[src/rtl/pipeline_hazard_controller_if.sv]
// Hazard-control bundle between the pipeline datapath (master) and the
// hazard controller (slave): hazard inputs, stall/flush controls, perf status.
interface pipeline_hazard_controller_if #(
    parameter int CNT_W = 32
);
    logic [4:0]       id_rs1;
    logic [4:0]       id_rs2;
    logic             id_uses_rs1;
    logic             id_uses_rs2;
    logic             ex_valid;
    logic             ex_is_load;
    logic [4:0]       ex_rd;
    logic             ex_redirect;
    logic             mem_req;
    logic             mem_ready;
    logic             perf_clr;
    logic             pc_stall;
    logic             pc_redirect;
    logic             if_id_stall;
    logic             if_id_flush;
    logic             id_ex_flush;
    logic             ex_mem_stall;
    logic             mem_wb_bubble;
    logic [CNT_W-1:0] stall_cycles;
    logic [CNT_W-1:0] flush_events;
    logic             mem_timeout;

    modport master (
        output id_rs1, id_rs2, id_uses_rs1, id_uses_rs2, ex_valid, ex_is_load,
               ex_rd, ex_redirect, mem_req, mem_ready, perf_clr,
        input  pc_stall, pc_redirect, if_id_stall, if_id_flush, id_ex_flush,
               ex_mem_stall, mem_wb_bubble, stall_cycles, flush_events, mem_timeout
    );

    modport slave (
        input  id_rs1, id_rs2, id_uses_rs1, id_uses_rs2, ex_valid, ex_is_load,
               ex_rd, ex_redirect, mem_req, mem_ready, perf_clr,
        output pc_stall, pc_redirect, if_id_stall, if_id_flush, id_ex_flush,
               ex_mem_stall, mem_wb_bubble, stall_cycles, flush_events, mem_timeout
    );
endinterface

[src/rtl/pipeline_hazard_controller.sv]
// Stall/flush/redirect sequencer for the 5-stage RV32I pipeline, with
// saturating stall/flush performance counters and a sticky memory-timeout flag.
module pipeline_hazard_controller #(
    parameter int LOAD_USE_STALL = 1,
    parameter int MEM_TIMEOUT    = 64,
    parameter int CNT_W          = 32
) (
    input logic                         clk,
    input logic                         rst_n,
    pipeline_hazard_controller_if.slave hz
);
    localparam int WAIT_W = $clog2(MEM_TIMEOUT + 1);

    typedef enum logic [1:0] {RUN, LOAD_STALL, MEM_WAIT} state_t;

    state_t           state;
    state_t           ret_state;
    state_t           eff_state;
    logic [2:0]       stall_cnt;
    logic [WAIT_W-1:0] wait_cnt;
    logic             mem_timeout_q;
    logic [CNT_W-1:0] stall_cycles_q;
    logic [CNT_W-1:0] flush_events_q;

    logic memstall;
    logic load_use;
    logic freeze;
    logic lu_stall;
    logic redirect;
    logic pc_stall_w;
    logic pc_redirect_w;

    function automatic logic [CNT_W-1:0] sat_inc(input logic [CNT_W-1:0] v);
        return (&v) ? v : v + CNT_W'(1);
    endfunction

    // A cycle leaving MEM_WAIT behaves exactly like the state it returns to.
    always_comb begin
        memstall  = hz.mem_req & ~hz.mem_ready;
        eff_state = (state == MEM_WAIT) ? ret_state : state;
        load_use  = hz.ex_valid & hz.ex_is_load & (hz.ex_rd != 5'd0) &
                    ((hz.id_uses_rs1 & (hz.id_rs1 == hz.ex_rd)) |
                     (hz.id_uses_rs2 & (hz.id_rs2 == hz.ex_rd)));
        freeze    = 1'b0;
        lu_stall  = 1'b0;
        redirect  = 1'b0;
        if (memstall) begin
            freeze = 1'b1;
        end else if (eff_state == LOAD_STALL) begin
            lu_stall = 1'b1;
        end else if (hz.ex_redirect) begin
            redirect = 1'b1;
        end else if (load_use) begin
            lu_stall = 1'b1;
        end
    end

    assign pc_stall_w       = rst_n & (freeze | lu_stall);
    assign pc_redirect_w    = rst_n & redirect;
    assign hz.pc_stall      = pc_stall_w;
    assign hz.pc_redirect   = pc_redirect_w;
    assign hz.if_id_stall   = rst_n & (freeze | lu_stall);
    assign hz.if_id_flush   = rst_n & redirect;
    assign hz.id_ex_flush   = rst_n & (redirect | lu_stall);
    assign hz.ex_mem_stall  = rst_n & freeze;
    assign hz.mem_wb_bubble = rst_n & freeze;
    assign hz.stall_cycles  = stall_cycles_q;
    assign hz.flush_events  = flush_events_q;
    assign hz.mem_timeout   = mem_timeout_q;

    always_ff @(posedge clk or negedge rst_n) begin
        if (!rst_n) begin
            state     <= RUN;
            ret_state <= RUN;
            stall_cnt <= '0;
            wait_cnt  <= '0;
        end else if (memstall) begin
            // The load-use counter is frozen while memory holds the pipe.
            if (state != MEM_WAIT) begin
                ret_state <= state;
            end
            state <= MEM_WAIT;
            if (wait_cnt != WAIT_W'(MEM_TIMEOUT)) begin
                wait_cnt <= wait_cnt + WAIT_W'(1);
            end
        end else begin
            wait_cnt <= '0;
            if (eff_state == LOAD_STALL) begin
                stall_cnt <= stall_cnt - 3'd1;
                state     <= (stall_cnt == 3'd1) ? RUN : LOAD_STALL;
            end else if (!hz.ex_redirect && load_use && (LOAD_USE_STALL > 1)) begin
                stall_cnt <= 3'(LOAD_USE_STALL - 1);
                state     <= LOAD_STALL;
            end else begin
                state <= RUN;
            end
        end
    end

    always_ff @(posedge clk or negedge rst_n) begin
        if (!rst_n) begin
            mem_timeout_q <= 1'b0;
        end else if (memstall && (wait_cnt >= WAIT_W'(MEM_TIMEOUT - 1))) begin
            mem_timeout_q <= 1'b1;
        end
    end

    always_ff @(posedge clk or negedge rst_n) begin
        if (!rst_n) begin
            stall_cycles_q <= '0;
            flush_events_q <= '0;
        end else if (hz.perf_clr) begin
            stall_cycles_q <= '0;
            flush_events_q <= '0;
        end else begin
            if (pc_stall_w) begin
                stall_cycles_q <= sat_inc(stall_cycles_q);
            end
            if (pc_redirect_w) begin
                flush_events_q <= sat_inc(flush_events_q);
            end
        end
    end
endmodule

[src/flat_wrapper.sv]
// flat-port wrapper written by rule: the top's interface ports become plain ports
module pipeline_hazard_controller_flat 
#(
    parameter int LOAD_USE_STALL = 1,
    parameter int MEM_TIMEOUT    = 64,
    parameter int CNT_W          = 32
)
  (clk, rst_n, hz_id_rs1, hz_id_rs2, hz_id_uses_rs1, hz_id_uses_rs2, hz_ex_valid, hz_ex_is_load, hz_ex_rd, hz_ex_redirect, hz_mem_req, hz_mem_ready, hz_perf_clr, hz_pc_stall, hz_pc_redirect, hz_if_id_stall, hz_if_id_flush, hz_id_ex_flush, hz_ex_mem_stall, hz_mem_wb_bubble, hz_stall_cycles, hz_flush_events, hz_mem_timeout);
  pipeline_hazard_controller_if #(.CNT_W(CNT_W)) hz_i ();
  input logic clk;
  input logic rst_n;
  input wire logic [$bits(hz_i.id_rs1)-1:0] hz_id_rs1;
  input wire logic [$bits(hz_i.id_rs2)-1:0] hz_id_rs2;
  input wire logic [$bits(hz_i.id_uses_rs1)-1:0] hz_id_uses_rs1;
  input wire logic [$bits(hz_i.id_uses_rs2)-1:0] hz_id_uses_rs2;
  input wire logic [$bits(hz_i.ex_valid)-1:0] hz_ex_valid;
  input wire logic [$bits(hz_i.ex_is_load)-1:0] hz_ex_is_load;
  input wire logic [$bits(hz_i.ex_rd)-1:0] hz_ex_rd;
  input wire logic [$bits(hz_i.ex_redirect)-1:0] hz_ex_redirect;
  input wire logic [$bits(hz_i.mem_req)-1:0] hz_mem_req;
  input wire logic [$bits(hz_i.mem_ready)-1:0] hz_mem_ready;
  input wire logic [$bits(hz_i.perf_clr)-1:0] hz_perf_clr;
  output wire logic [$bits(hz_i.pc_stall)-1:0] hz_pc_stall;
  output wire logic [$bits(hz_i.pc_redirect)-1:0] hz_pc_redirect;
  output wire logic [$bits(hz_i.if_id_stall)-1:0] hz_if_id_stall;
  output wire logic [$bits(hz_i.if_id_flush)-1:0] hz_if_id_flush;
  output wire logic [$bits(hz_i.id_ex_flush)-1:0] hz_id_ex_flush;
  output wire logic [$bits(hz_i.ex_mem_stall)-1:0] hz_ex_mem_stall;
  output wire logic [$bits(hz_i.mem_wb_bubble)-1:0] hz_mem_wb_bubble;
  output wire logic [$bits(hz_i.stall_cycles)-1:0] hz_stall_cycles;
  output wire logic [$bits(hz_i.flush_events)-1:0] hz_flush_events;
  output wire logic [$bits(hz_i.mem_timeout)-1:0] hz_mem_timeout;
  assign hz_i.id_rs1 = hz_id_rs1;
  assign hz_i.id_rs2 = hz_id_rs2;
  assign hz_i.id_uses_rs1 = hz_id_uses_rs1;
  assign hz_i.id_uses_rs2 = hz_id_uses_rs2;
  assign hz_i.ex_valid = hz_ex_valid;
  assign hz_i.ex_is_load = hz_ex_is_load;
  assign hz_i.ex_rd = hz_ex_rd;
  assign hz_i.ex_redirect = hz_ex_redirect;
  assign hz_i.mem_req = hz_mem_req;
  assign hz_i.mem_ready = hz_mem_ready;
  assign hz_i.perf_clr = hz_perf_clr;
  assign hz_pc_stall = hz_i.pc_stall;
  assign hz_pc_redirect = hz_i.pc_redirect;
  assign hz_if_id_stall = hz_i.if_id_stall;
  assign hz_if_id_flush = hz_i.if_id_flush;
  assign hz_id_ex_flush = hz_i.id_ex_flush;
  assign hz_ex_mem_stall = hz_i.ex_mem_stall;
  assign hz_mem_wb_bubble = hz_i.mem_wb_bubble;
  assign hz_stall_cycles = hz_i.stall_cycles;
  assign hz_flush_events = hz_i.flush_events;
  assign hz_mem_timeout = hz_i.mem_timeout;
  pipeline_hazard_controller #(.LOAD_USE_STALL(LOAD_USE_STALL), .MEM_TIMEOUT(MEM_TIMEOUT), .CNT_W(CNT_W)) u_core (.clk(clk), .rst_n(rst_n), .hz(hz_i));
endmodule
[config.mk]
export PLATFORM = sky130hd
export DESIGN_NAME = pipeline_hazard_controller_flat
export DESIGN_NICKNAME = d
export VERILOG_FILES = /design/src/rtl/pipeline_hazard_controller_if.sv /design/src/rtl/pipeline_hazard_controller.sv /design/src/flat_wrapper.sv
export SDC_FILE = /design/constraint.sdc
export NUM_CORES = 1
export LEC_CHECK = 0
export CAP_MARGIN = 20
export CORE_UTILIZATION = 45
export CTS_CLUSTER_DIAMETER = 30
export DETAILED_ROUTE_END_ITERATION = 6
export GPL_ROUTABILITY_DRIVEN = 0
export PLACE_DENSITY = 0.75
export SLEW_MARGIN = 25
export SYNTH_ARGS = -nofsm -noshare
export SYNTH_HDL_FRONTEND = slang
export SYNTH_SLANG_ARGS = --single-unit
[constraint.sdc]
create_clock -name clk -period 6.8 [get_ports clk]
set_input_delay 1.7 -clock clk [delete_from_list [all_inputs] [get_ports clk]]
set_output_delay 1.7 -clock clk [all_outputs]
set_load 0.005 [all_outputs]
==> Yosys cells after proc, flatten, opt, wreduce, memory -nomap -nowiden <==
Index checks and enable logic that the tools add are counted.
{ "word_totals": {"word_cells": 67, "output_inout_bits": 72, "register_bits": 79, "input_bits": 25} }
{ "op_classes": {"magnitude_cmp": 1, "reduce_logical": 10, "mux": 20, "n_eq_ne": 10, "bitwise_logic": 15, "n_addsub": 4} }
{ "op_table": {"columns": ["operator", "n"], "rows": [
  ["$mux 32", 6],
  ["$add 32x1->32 const B", 2],
  ["$reduce_and 32->1", 2],
  ["$mux 7", 2],
  ["$and 1x1->1", 10],
  ["$eq 5x5->1", 2],
  ["$mux 1", 9],
  ["$ne 2x2->1 const B", 4],
  ["$reduce_and 2->1", 4],
  ["$add 7x1->7 const B", 1],
  ["$ge 7x6->1 const B", 1],
  ["$ne 7x7->1 const B", 1],
  ["$mux 2", 3],
  ["$reduce_bool 5->1", 1],
  ["$reduce_bool 2->1", 2],
  ["$eq 3x1->1 const B", 1],
  ["$or 1x1->1", 3],
  ["$sub 3x1->3 const B", 1],
  ["$eq 2x1->1 const B", 1],
  ["$eq 2x2->1 const B", 1],
  ["$not 1->1", 2],
  ["$logic_and 1x1->1", 1]
]} }

==> Logic depth before layout (Yosys ltp) <==
Gate-level depths: netlist of run 1.
{ "logic_depth": {"ltp_word": 12, "ltp_mapped": 9} }

==> Worst setup path after synthesis of run 1 <==
OpenSTA, ideal clock, no wires.
{ "synth_timing": {"path_kind": "input -> output", "start": "input hz_ex_rd[0]", "end": "output hz_pc_stall", "stages": 5, "arrival_time_ps": 2828, "n_path_buf": 1, "path_slack_ps": 2272, "cell_sequence": "or4_1 o211ai_1 o21ai_1 and2_1 buf_4"} }
{ "synth_via": {"elab_chain_len": 10, "word_cells_on_any_way": 14, "classes_between": "2 x eq/ne; 4 x mux; 7 x bitwise; 1 x reduce/logical"} }
{ "synth_rtl": {"columns": ["element", "line", "text"], "rows": [
  ["from (decl)", "flat_wrapper.sv:18", "input wire logic [$bits(hz_i.ex_rd)-1:0] hz_ex_rd;"],
  ["$eq 5x5->1, on equally long branches", "pipeline_hazard_controller.sv:42, pipeline_hazard_controller.sv:43", null],
  ["$and 1x1->1, on equally long branches", "pipeline_hazard_controller.sv:42, pipeline_hazard_controller.sv:43", null],
  ["$or 1x1->1", "pipeline_hazard_controller.sv:42", "((hz.id_uses_rs1 & (hz.id_rs1 == hz.ex_rd)) |"],
  ["$and 1x1->1 *", "pipeline_hazard_controller.sv:41", "load_use = hz.ex_valid & hz.ex_is_load & (hz.ex_rd != 5'd0) &"],
  ["$mux 1 *", "pipeline_hazard_controller.sv:53", "end else if (load_use) begin"],
  ["$mux 1 *", "pipeline_hazard_controller.sv:51", "end else if (hz.ex_redirect) begin"],
  ["$mux 1 *", "pipeline_hazard_controller.sv:49", "end else if (eff_state == LOAD_STALL) begin"],
  ["$mux 1 *", "pipeline_hazard_controller.sv:47", "if (memstall) begin"],
  ["$or 1x1->1 *", null, null],
  ["$and 1x1->1 *", null, null],
  ["to (decl)", "flat_wrapper.sv:23", "output wire logic [$bits(hz_i.pc_stall)-1:0] hz_pc_stall;"]
]} }
Mark *: on every way between the ends. The rest lies on a longest branch, timed or not.

==> Worst setup path after layout of run 1 <==
{ "layout_timing": {"start": "input hz_mem_ready", "end": "output hz_pc_stall"} }
{ "layout_via": {"elab_chain_len": 5, "word_cells_on_any_way": 6, "classes_between": "2 x mux; 4 x bitwise"} }
{ "layout_rtl": {"columns": ["element", "line", "text"], "rows": [
  ["from (decl)", "flat_wrapper.sv:21", "input wire logic [$bits(hz_i.mem_ready)-1:0] hz_mem_ready;"],
  ["$not 1->1", "pipeline_hazard_controller.sv:39", "memstall = hz.mem_req & ~hz.mem_ready;"],
  ["$and 1x1->1", "pipeline_hazard_controller.sv:39", null],
  ["$mux 1", "pipeline_hazard_controller.sv:47", null],
  ["via u_core.freeze", "pipeline_hazard_controller.sv:27", "logic freeze;"],
  ["$or 1x1->1", "pipeline_hazard_controller.sv:58", "assign pc_stall_w = rst_n & (freeze | lu_stall);"],
  ["$and 1x1->1", "pipeline_hazard_controller.sv:58", null]
]} }
The timed path passes the listed nets, and every way through them passes these cells.

==> results.toml, run 1 <==
[logic_synthesis]
syn-instance-count = 464
yosys_warnings = 0
post-synth-top-area-fraction_pct = 45.9
seq_area_frac_synth_pct = 45.9
syn_nets = 495
synthDistinctLibCells = 45
yosys-top-cells-area = "sky130_fd_sc_hd__dfrtp_1 46%, sky130_fd_sc_hd__xor2_1 5.5%, sky130_fd_sc_hd__nor2_1 4.8%"
syn_area_um2 = 4310
ys.flop_type = "sky130_fd_sc_hd__dfrtp_1"
synth-edff-count = 0
synth_top_cell_by_area = "sky130_fd_sc_hd__dfrtp_1"
mean_cell_area_of_the_mapped_netlist_um2 = 9.28
share_of_synthesized_registers_carrying_an_async_set_or_reset_pct = 100
ys_ff_latch = 79

[worst_setup_path]
worstPathRequired_ps = 5100
reg2reg_path_depth = 8
worst_setup_path_start_kind = "primary input"
rrSetupSlack_ps = 3980
worstSetupPathType = "primary input to primary output"
cp_slowest_cell = "sky130_fd_sc_hd__clkdlybuf4s50_1"
worst-endpoint-arrival_ps = 3910
cp-end-kind = "primary output"
timing.critical_path.mode_cell = "sky130_fd_sc_hd__clkdlybuf4s50_1"
cp_cell_sequence = "clkdlybuf4s50_1, nand2b_1, inv_2, o31ai_1, o221ai_1, and2_1, clkdlybuf4s50_1"
crit_path_max_fanout = 12
crit_path_max_incr_delay_ps = 450

[floorplanning]
die_width_um = 99.8
die-area_um2 = 9970
io_pins = 97
initial_core_util_pct = 46.6
dieHeight_um = 99.8
placementRows = 35
area_inside_the_core_boundary_um2 = 9240

[pwr]
clkPwrFrac_pct = 39.4
design_power_total_uw = 879
switching_share_pct = 23.8
pwr-share-comb_pct = 6.7
p_leak_nw = 2.17
ir_drop_mv = 0.125
p_switching_uw = 209
power_density_nw_per_um2 = 159
power.share.sequential_pct = 53.9
internal_power_uw = 669

[final_layout]
post_synthesis_to_final_layout_area_growth_pct = 28.4
fill_cells = 779
final_layout_size_suffix_gt1_share_pct = 5.18
antenna-diode-count = 0
fin_nets = 586

[cts]
cts.clk_slew.worst_paths_ps = 80
cts_made_buffers = 9
postCtsSetupRepairBufs = 0
clockRootBuffer = "sky130_fd_sc_hd__clkbuf_8"
cts-root-to-sink-buffers = 2
cts_hold_repair.buffers = 0
clk-insertion-delay-late_ps = 350
numClockSinks = 79
tritoncts = "built"
postCtsResizedCells = 0
level_count_of_the_clock_h_tree = 3

[outcome]
outcome = "finished clean"

[sta]
fmax_ghz = 0.178
fin_tns_setup_ps = 0
setup-violations-final = 0
relSlewSlack_pct = 35.1
timing_max_transition_violations_final = 0
setup_repair_after_global_routing_missed_its_margin = "false"
fin_skew_ps = 14.7
hold_violations = 0
layout_min_cycle_time_ps = 5610
slack_of_the_critical_path_ps = 1190
worst_slew_pin_slew_ps = 964
finalCritPeriodShare_pct = 82.4

[run]
timing.max_cap.violations = 0

[detailed_routing]
vias = 3734
antenna_violating_nets_post_route = 0
remaining_drc_errors = 0
finalWirelength_um = 9990
viasPerCell = 5.42
drtPass1Iterations = 4
detail_route.iter0.violations = 156
wire_per_inst_um = 14.5

[place]
preCtsSetupSlack_ps = 1190
port_buffers = 96
detailedPlacementHpwl_um = 7050

[grt]
grt_start_max_net_pins = 67
first_global_vias = 3605
global_route.overflow_total = 0
grt_pass1_wl_um = 17000
grtUsageTotal_pct = 21.3
initial_antenna_violation_count = 0

[min_path]
min_path_type = "flip-flop to flip-flop"
timing.hold.worst_path_depth = 1
## through the flow
| step | hold slack, ps | util, % | instance area, um^2 | instances |
|---|---|---|---|---|
| 6_report | 475 | 59.9 | 5530 | 689 |
| 5_1_grt | 495 | 59.9 | 5530 | 689 |
| 4_1_cts | 480 | 59.9 | 5530 | 689 |
| 3_5_place_dp | 466 | 57.7 | 5340 | 673 |
| 3_3_place_gp | 462 | 57.7 | 5340 | 673 |
| 2_1_floorplan | 445 | - | 4310 | 464 |
## flip-flops by register name, summed over array words and instances, names as in the netlist
| name | count |
|---|---|
| u_core.ret_state | 2 |
| u_core.stall_cnt | 3 |
| u_core.hz.stall_cycles | 32 |
| u_core.hz.mem_timeout | 1 |
| u_core.hz.flush_events | 32 |
| u_core.state | 2 |
| u_core.wait_cnt | 7 |
## power groups by stage
stage               clock [mW]  sequential (mW)  combinational (mW)
floorplan                    0            0.483              0.0264
global placement             0            0.483              0.0589
detailed placement           0            0.483              0.0598
CTS                      0.358            0.473              0.0600
global route             0.379            0.474              0.0656
finish                   0.346            0.473              0.0589
## critical path, delay by kind of cell
kind,cells,cell delay [ps]
simple gates,2,610
buf+inv,3,1030
compound gates,2,560
## final timing paths
path,from,to
max in group asynchronous,rst_n,u_core.stall_cnt[2]$_DFFE_PN0P_
min reg2reg,u_core.stall_cnt[2]$_DFFE_PN0P_,u_core.stall_cnt[2]$_DFFE_PN0P_
max reg2reg,u_core.hz.stall_cycles[0]$_DFFE_PN0P_,u_core.hz.stall_cycles[11]$_DFFE_PN0P_
max,hz_mem_ready,hz_pc_stall
min in group asynchronous,rst_n,u_core.hz.stall_cycles[10]$_DFFE_PN0P_
min,u_core.stall_cnt[2]$_DFFE_PN0P_,u_core.stall_cnt[2]$_DFFE_PN0P_
## routing by layer
metal  global-route usage [%]  vias up  part of all wire (%)
li1                         -     1836                     -
met5                        0        -                     0
met3                     4.74        6                   4.6
met1                     28.4     1800                    45
met4                     5.54        0                  0.98
met2                     35.2       92                    50
## synth_stat cells, drive strengths merged, types with 2 or more instances
cell type,number
and3,12
a21oi,33
and4,2
clkbuf,8
o21ai,23
dfrtp,79
xor2,27
nor2b,2
ha,6
or4,13
nor2,55
nand2b,3
nand4,26
mux2i,4
nand3,30
xnor2,20
mux2,2
or3,20
nor4,6
nand2,35
nor3,4
or2,2
o31ai,11
and2,8
inv,11
buf,11
## cell usage in the layout (no fill, tap or decap), types with 12 or more instances in the layout
cell,synthesis,final
sky130_fd_sc_hd__nand4_1,26,26
sky130_fd_sc_hd__a21oi_1,33,33
sky130_fd_sc_hd__clkdlybuf4s50_1,0,94
sky130_fd_sc_hd__nand3_1,30,30
sky130_fd_sc_hd__o21ai_0,19,19
sky130_fd_sc_hd__xor2_1,27,27
sky130_fd_sc_hd__or4_1,12,12
sky130_fd_sc_hd__or3_1,20,20
sky130_fd_sc_hd__dfrtp_1,79,79
sky130_fd_sc_hd__xnor2_1,20,20
sky130_fd_sc_hd__and3_1,12,12
sky130_fd_sc_hd__nor2_1,55,55
sky130_fd_sc_hd__nand2_1,35,35
## cells by family (layout without fill, tap and decap cells)
family                   Yosys count  after routing  synth area share, %
XOR/XNOR                          47             47                 9.56
adder cells (fa/ha/maj)            6              6                 1.74
multiplexers                       6              6                 1.45
AND/OR/NAND/NOR                  221            221                 27.3
buffers and inverters             31            127                 3.63
flip-flops                        79             79                 45.9
AO/OA/AOI/OAI                     74             74                 10.4
## cell type report
class	instances	area, um^2	area share [%]
Clock buffer	10	128	2.31
Clock inverter	6	68.8	1.24
Inverter	12	46.3	0.837
Multi-Input combinational cell	354	2170	39.3
Sequential cell	79	1980	35.7
Tap cell	129	161	2.92
Timing Repair Buffer	99	976	17.6
(Power assumes the default switching activity.)
==> run 2, diff against run 1 <==
- clock period: 6.8 -> 5.2 ns (I/O delays scaled with it)
==> results.toml, run 2 (same netlist as run 1, synthesis figures left out) <==
[sta]
setup_repair_after_global_routing_missed_its_margin = "false"
hold_violations = 0
finalCritPeriodShare_pct = 89.6
worst_slew_pin_slew_ps = 891
timing_max_transition_violations_final = 0
holdWs_ps = 485
fmax_ghz = 0.215
setup-violations-final = 0
relSlewSlack_pct = 40.1
fin_tns_setup_ps = 0
fin_skew_ps = 12.2
layout_min_cycle_time_ps = 4660

[cts]
cts_made_buffers = 9
clk-insertion-delay-late_ps = 350
cts-root-to-sink-buffers = 2
cts.clk_slew.worst_paths_ps = 90
clockRootBuffer = "sky130_fd_sc_hd__clkbuf_8"
level_count_of_the_clock_h_tree = 3
postCtsResizedCells = 0
numClockSinks = 79
postCtsSetupRepairBufs = 0
cts_hold_repair.buffers = 0
tritoncts = "built"

[detailed_routing]
detail_route.iter0.violations = 103
viasPerCell = 5.52
remaining_drc_errors = 0
finalWirelength_um = 10000
drtPass1Iterations = 4
antenna_violating_nets_post_route = 0
wire_per_inst_um = 14.5
vias = 3808

[grt]
initial_antenna_violation_count = 0
first_global_vias = 3585
global_route.overflow_total = 0
grt_pass1_wl_um = 17000
grt_start_max_net_pins = 57
grtUsageTotal_pct = 21.3

[pwr]
p_switching_uw = 280
pwr-share-comb_pct = 6.7
power.share.sequential_pct = 53.0
power_density_nw_per_um2 = 211
switching_share_pct = 24.0
clkPwrFrac_pct = 40.4
internal_power_uw = 888
p_leak_nw = 2.18
ir_drop_mv = 0.113

[final_layout]
commonest_non_fill_non_tap_cell_in_the_layout = "sky130_fd_sc_hd__clkdlybuf4s50_1"
post_synthesis_to_final_layout_area_growth_pct = 28.8
fin_nets = 587
area.sequential_um2 = 1980
final_layout_size_suffix_gt1_share_pct = 5.53
antenna-diode-count = 0
layout_common_cells = "94 x sky130_fd_sc_hd__clkdlybuf4s50_1, 79 x sky130_fd_sc_hd__dfrtp_1, 55 x sky130_fd_sc_hd__nor2_1"
final_design_area_no_fill_um2 = 5550
fill_cells = 792
finish.utilization_pct = 60.1
multi_input_area_um2 = 2170
fin_cells = 690

[worst_setup_path]
cp_cell_sequence = "clkdlybuf4s50_1, or4_1, o211ai_1, o21ai_1, and2_1, clkdlybuf4s50_1"
cp-end-kind = "primary output"
cp_slowest_cell = "sky130_fd_sc_hd__or4_1"
worst_setup_path_start_kind = "primary input"
worst-endpoint-arrival_ps = 3360
timing.critical_path.mode_cell = "sky130_fd_sc_hd__clkdlybuf4s50_1"
crit_path_max_incr_delay_ps = 550
worstPathRequired_ps = 3900
regToRegStartpoint = "u_core.hz.stall_cycles[0]$_DFFE_PN0P_"
worstSetupPathType = "primary input to primary output"
crit_path_start = "hz_ex_rd[0]"
crit_path_max_fanout = 4

[floorplanning]
io_pins = 97
area_inside_the_core_boundary_um2 = 9240
die-area_um2 = 9970
dieHeight_um = 99.8
initial_core_util_pct = 46.6
die_width_um = 99.8
placementRows = 35

[place]
place.detailed.instances = 674
detailedPlacementHpwl_um = 7060
port_buffers = 96
dpl_cell_area_um2 = 5340

[min_path]
min_from = "u_core.stall_cnt[2]$_DFFE_PN0P_"
min_path_type = "flip-flop to flip-flop"

[run]
timing.max_cap.violations = 0

[outcome]
outcome = "finished clean"
## run 2: changes by cell type in the layout (fill, tap and decap cells not counted), sizes merged
cell | before | now
buf | 5 | 6
## run 2: critical path, delay by kind of cell
kind                   cells  cell delay (ps)
AO/OA/AOI/OAI              2              360
AND/OR/NAND/NOR            2              750
buffers and inverters      2              950
## run 2: through the flow
stage / total power, mW / setup slack [ps]
final: 1.17 / 539
after global routing: 1.21 / 443
after global placement: 0.709 / 568
after floorplan: 0.666 / 1470
after detailed placement: 0.710 / 518
after CTS: 1.18 / 518
## run 2: layer usage
| metal | routed length (um) | global-route usage, % | share of wire [%] |
|---|---|---|---|
| met1 | 4650 | 28.6 | 46 |
| met2 | 4920 | 35.4 | 49 |
| met3 | 290 | 3.55 | 2.9 |
| met4 | 172 | 6.22 | 1.7 |
| met5 | 0 | 0 | 0 |
## run 2: cell type report
class                           count  area share (%)
Clock buffer                       10            2.48
Clock inverter                      6            1.24
Timing Repair Buffer              100            17.7
Multi-Input combinational cell    354            39.2
Tap cell                          129            2.91
Inverter                           12           0.834
Sequential cell                    79            35.6
## run 2: power groups by stage
stage	Clock (mW)	Combinational, mW	Sequential, mW
2_1_floorplan	0	0.0346	0.631
3_3_place_gp	0	0.0776	0.631
3_5_place_dp	0	0.0790	0.631
4_1_cts	0.481	0.0793	0.619
5_1_grt	0.507	0.0861	0.620
6_report	0.472	0.0777	0.619
## run 2: worst paths after layout
kind,endpoint,slack (ps),depth (start not counted)
worst max register to register,u_core.hz.stall_cycles[22]$_DFFE_PN0P_,2430,8
worst min-delay path,u_core.stall_cnt[2]$_DFFE_PN0P_,490,1
max in group asynchronous,u_core.hz.stall_cycles[4]$_DFFE_PN0P_,3340,2
worst min register to register,u_core.stall_cnt[2]$_DFFE_PN0P_,490,1
min in group asynchronous,u_core.ret_state[1]$_DFFE_PN0P_,910,1
worst max-delay path,hz_if_id_stall,540,6
==> run 3, diff against run 2 <==
- CAP_MARGIN: 20 -> unset
- CORE_UTILIZATION: 45 -> 35
- PLACE_DENSITY: 0.75 -> 0.61
- clock period: 5.2 -> 5.6 ns (I/O delays scaled with it)
==> results.toml, run 3 (same netlist as run 1, synthesis figures left out) <==
[cts]
cts-root-to-sink-buffers = 2
cts.clk_slew.worst_paths_ps = 60
cts_hold_repair.buffers = 0
numClockSinks = 79
clk-insertion-delay-late_ps = 340
cts_made_buffers = 9
tritoncts = "built"
postCtsSetupRepairBufs = 0
clockRootBuffer = "sky130_fd_sc_hd__clkbuf_16"
postCtsResizedCells = 0
level_count_of_the_clock_h_tree = 3

[detailed_routing]
drtPass1Iterations = 5
detail_route.iter0.violations = 197
remaining_drc_errors = 0
vias = 3739
wire_per_inst_um = 14.6
antenna_violating_nets_post_route = 0
finalWirelength_um = 10400
viasPerCell = 5.28

[sta]
hold_violations = 0
fin_skew_ps = 7.59
finalCritPeriodShare_pct = 86.8
relSlewSlack_pct = 44.7
layout_min_cycle_time_ps = 4860
setup_repair_after_global_routing_missed_its_margin = "false"
fmax_ghz = 0.206
fin_tns_setup_ps = 0
holdWs_ps = 474
timing_max_transition_violations_final = 0
slack_of_the_critical_path_ps = 741
worst_slew_pin_slew_ps = 830
setup-violations-final = 0

[floorplanning]
die_width_um = 113
initial_core_util_pct = 35.9
area_inside_the_core_boundary_um2 = 12000
die-area_um2 = 12800
placementRows = 40
io_pins = 97
dieHeight_um = 113

[pwr]
switching_share_pct = 22.0
power.share.sequential_pct = 46.3
design_power_total_mw = 1.24
clkPwrFrac_pct = 47.9
p_leak_nw = 2.23
p_switching_uw = 274
power_density_nw_per_um2 = 219
internal_power_uw = 970
pwr-share-comb_pct = 5.8
ir_drop_mv = 0.0974

[worst_setup_path]
worst-endpoint-arrival_ps = 3460
cp_cell_sequence = "clkdlybuf4s50_1, or4_1, o211ai_1, o21ai_1, and2_1, clkdlybuf4s50_1"
reg2reg_path_depth = 8
regToRegStartpoint = "u_core.hz.stall_cycles[0]$_DFFE_PN0P_"
rrSetupSlack_ps = 2740
crit-reg2reg-capture = "u_core.hz.stall_cycles[11]$_DFFE_PN0P_"
cp.buffers_inverters = 2
top_delay_family_on_crit_path = "buffers and inverters"
worstSetupPathType = "primary input to primary output"
cp-end-kind = "primary output"
worstPathRequired_ps = 4200
cp_slowest_cell = "sky130_fd_sc_hd__or4_1"
crit_path_max_incr_delay_ps = 550
crit_path_max_fanout = 4
worst_setup_path_start_kind = "primary input"
timing.critical_path.mode_cell = "sky130_fd_sc_hd__clkdlybuf4s50_1"

[final_layout]
antenna-diode-count = 0
fill_cells = 1126
commonest_non_fill_non_tap_cell_in_the_layout = "sky130_fd_sc_hd__clkdlybuf4s50_1"
final_layout_size_suffix_gt1_share_pct = 5.53
finish.utilization_pct = 47.2
layout_common_cells = "94 x sky130_fd_sc_hd__clkdlybuf4s50_1, 79 x sky130_fd_sc_hd__dfrtp_1, 55 x sky130_fd_sc_hd__nor2_1"
fin_nets = 588
post_synthesis_to_final_layout_area_growth_pct = 31.6

[place]
preCtsSetupSlack_ps = 734
port_buffers = 96
detailedPlacementHpwl_um = 7190

[grt]
initial_antenna_violation_count = 0
global_route.overflow_total = 0
grt_pass1_wl_um = 17800
grtUsageTotal_pct = 17.3
first_global_vias = 3773
grt_start_max_net_pins = 65

[outcome]
outcome = "finished clean"

[min_path]
timing.hold.worst_path_depth = 1
min_from = "u_core.stall_cnt[2]$_DFFE_PN0P_"
min_path_type = "flip-flop to flip-flop"
worstHoldEndpoint = "u_core.stall_cnt[2]$_DFFE_PN0P_"

[run]
timing.max_cap.violations = 0
-- run 3: cell types whose count changed in the layout (fill, tap and decap cells not counted), moves of 2 or more --
| cell | delta |
|---|---|
| sky130_fd_sc_hd__clkinv_4 | -2 |
| sky130_fd_sc_hd__clkbuf_16 | +9 |
| sky130_fd_sc_hd__clkinv_2 | +2 |
| sky130_fd_sc_hd__clkbuf_8 | -8 |
-- run 3: through the flow --
step | cells | area [um^2]
after detailed placement | 693 | 5370
after global routing | 708 | 5670
after floorplan | 464 | 4310
after global placement | 693 | 5370
final | 708 | 5670
after CTS | 708 | 5670
-- run 3: power groups by stage --
stage          sequential (mW)  combinational, mW  clock [mW]
2_1_floorplan            0.586             0.0321           0
3_3_place_gp             0.586             0.0732           0
3_5_place_dp             0.586             0.0742           0
4_1_cts                  0.576             0.0745       0.609
5_1_grt                  0.576             0.0813       0.628
6_report                 0.576             0.0727       0.595
-- run 3: worst reg2reg max path, cell delays in order (launching register included) --
cell and delay, ps:
sky130_fd_sc_hd__dfrtp_1 440, sky130_fd_sc_hd__ha_1 250, sky130_fd_sc_hd__nand2_1 110, sky130_fd_sc_hd__nor4_2 650, sky130_fd_sc_hd__nand4_1 260, sky130_fd_sc_hd__nand3_1 140
sky130_fd_sc_hd__buf_4 430, sky130_fd_sc_hd__nor4_1 130, sky130_fd_sc_hd__mux2_1 330
-- run 3: layout make-up --
cell class                      count  area [um^2]  share of cell area [%]
Multi-Input combinational cell    354         2170                    38.3
Inverter                           12         46.3                   0.816
Clock buffer                       11          253                    4.46
Timing Repair Buffer              101          991                    17.5
Clock inverter                      4         45.0                   0.794
Tap cell                          147          184                    3.24
Sequential cell                    79         1980                    34.9
-- run 3: worst max-delay path by stage --
stage                     slack, ps         from  cells past startpoint        endpoint
after floorplan                1670  hz_ex_rd[0]                      5     hz_pc_stall
after global placement          770  hz_ex_rd[0]                      6  hz_id_ex_flush
after detailed placement        730  hz_ex_rd[0]                      6  hz_id_ex_flush
after CTS                       730  hz_ex_rd[0]                      6  hz_id_ex_flush
after global routing            630  hz_ex_rd[0]                      6     hz_pc_stall
final                           740  hz_ex_rd[0]                      6  hz_if_id_stall
-- run 3: per-layer routing --
layer	global-route usage (%)	vias up	wire length [um]
li1	-	1836	-
met1	23.2	1805	5140
met2	28.0	81	4690
met3	3.00	17	319
met4	6.93	0	203
met5	0	-	0
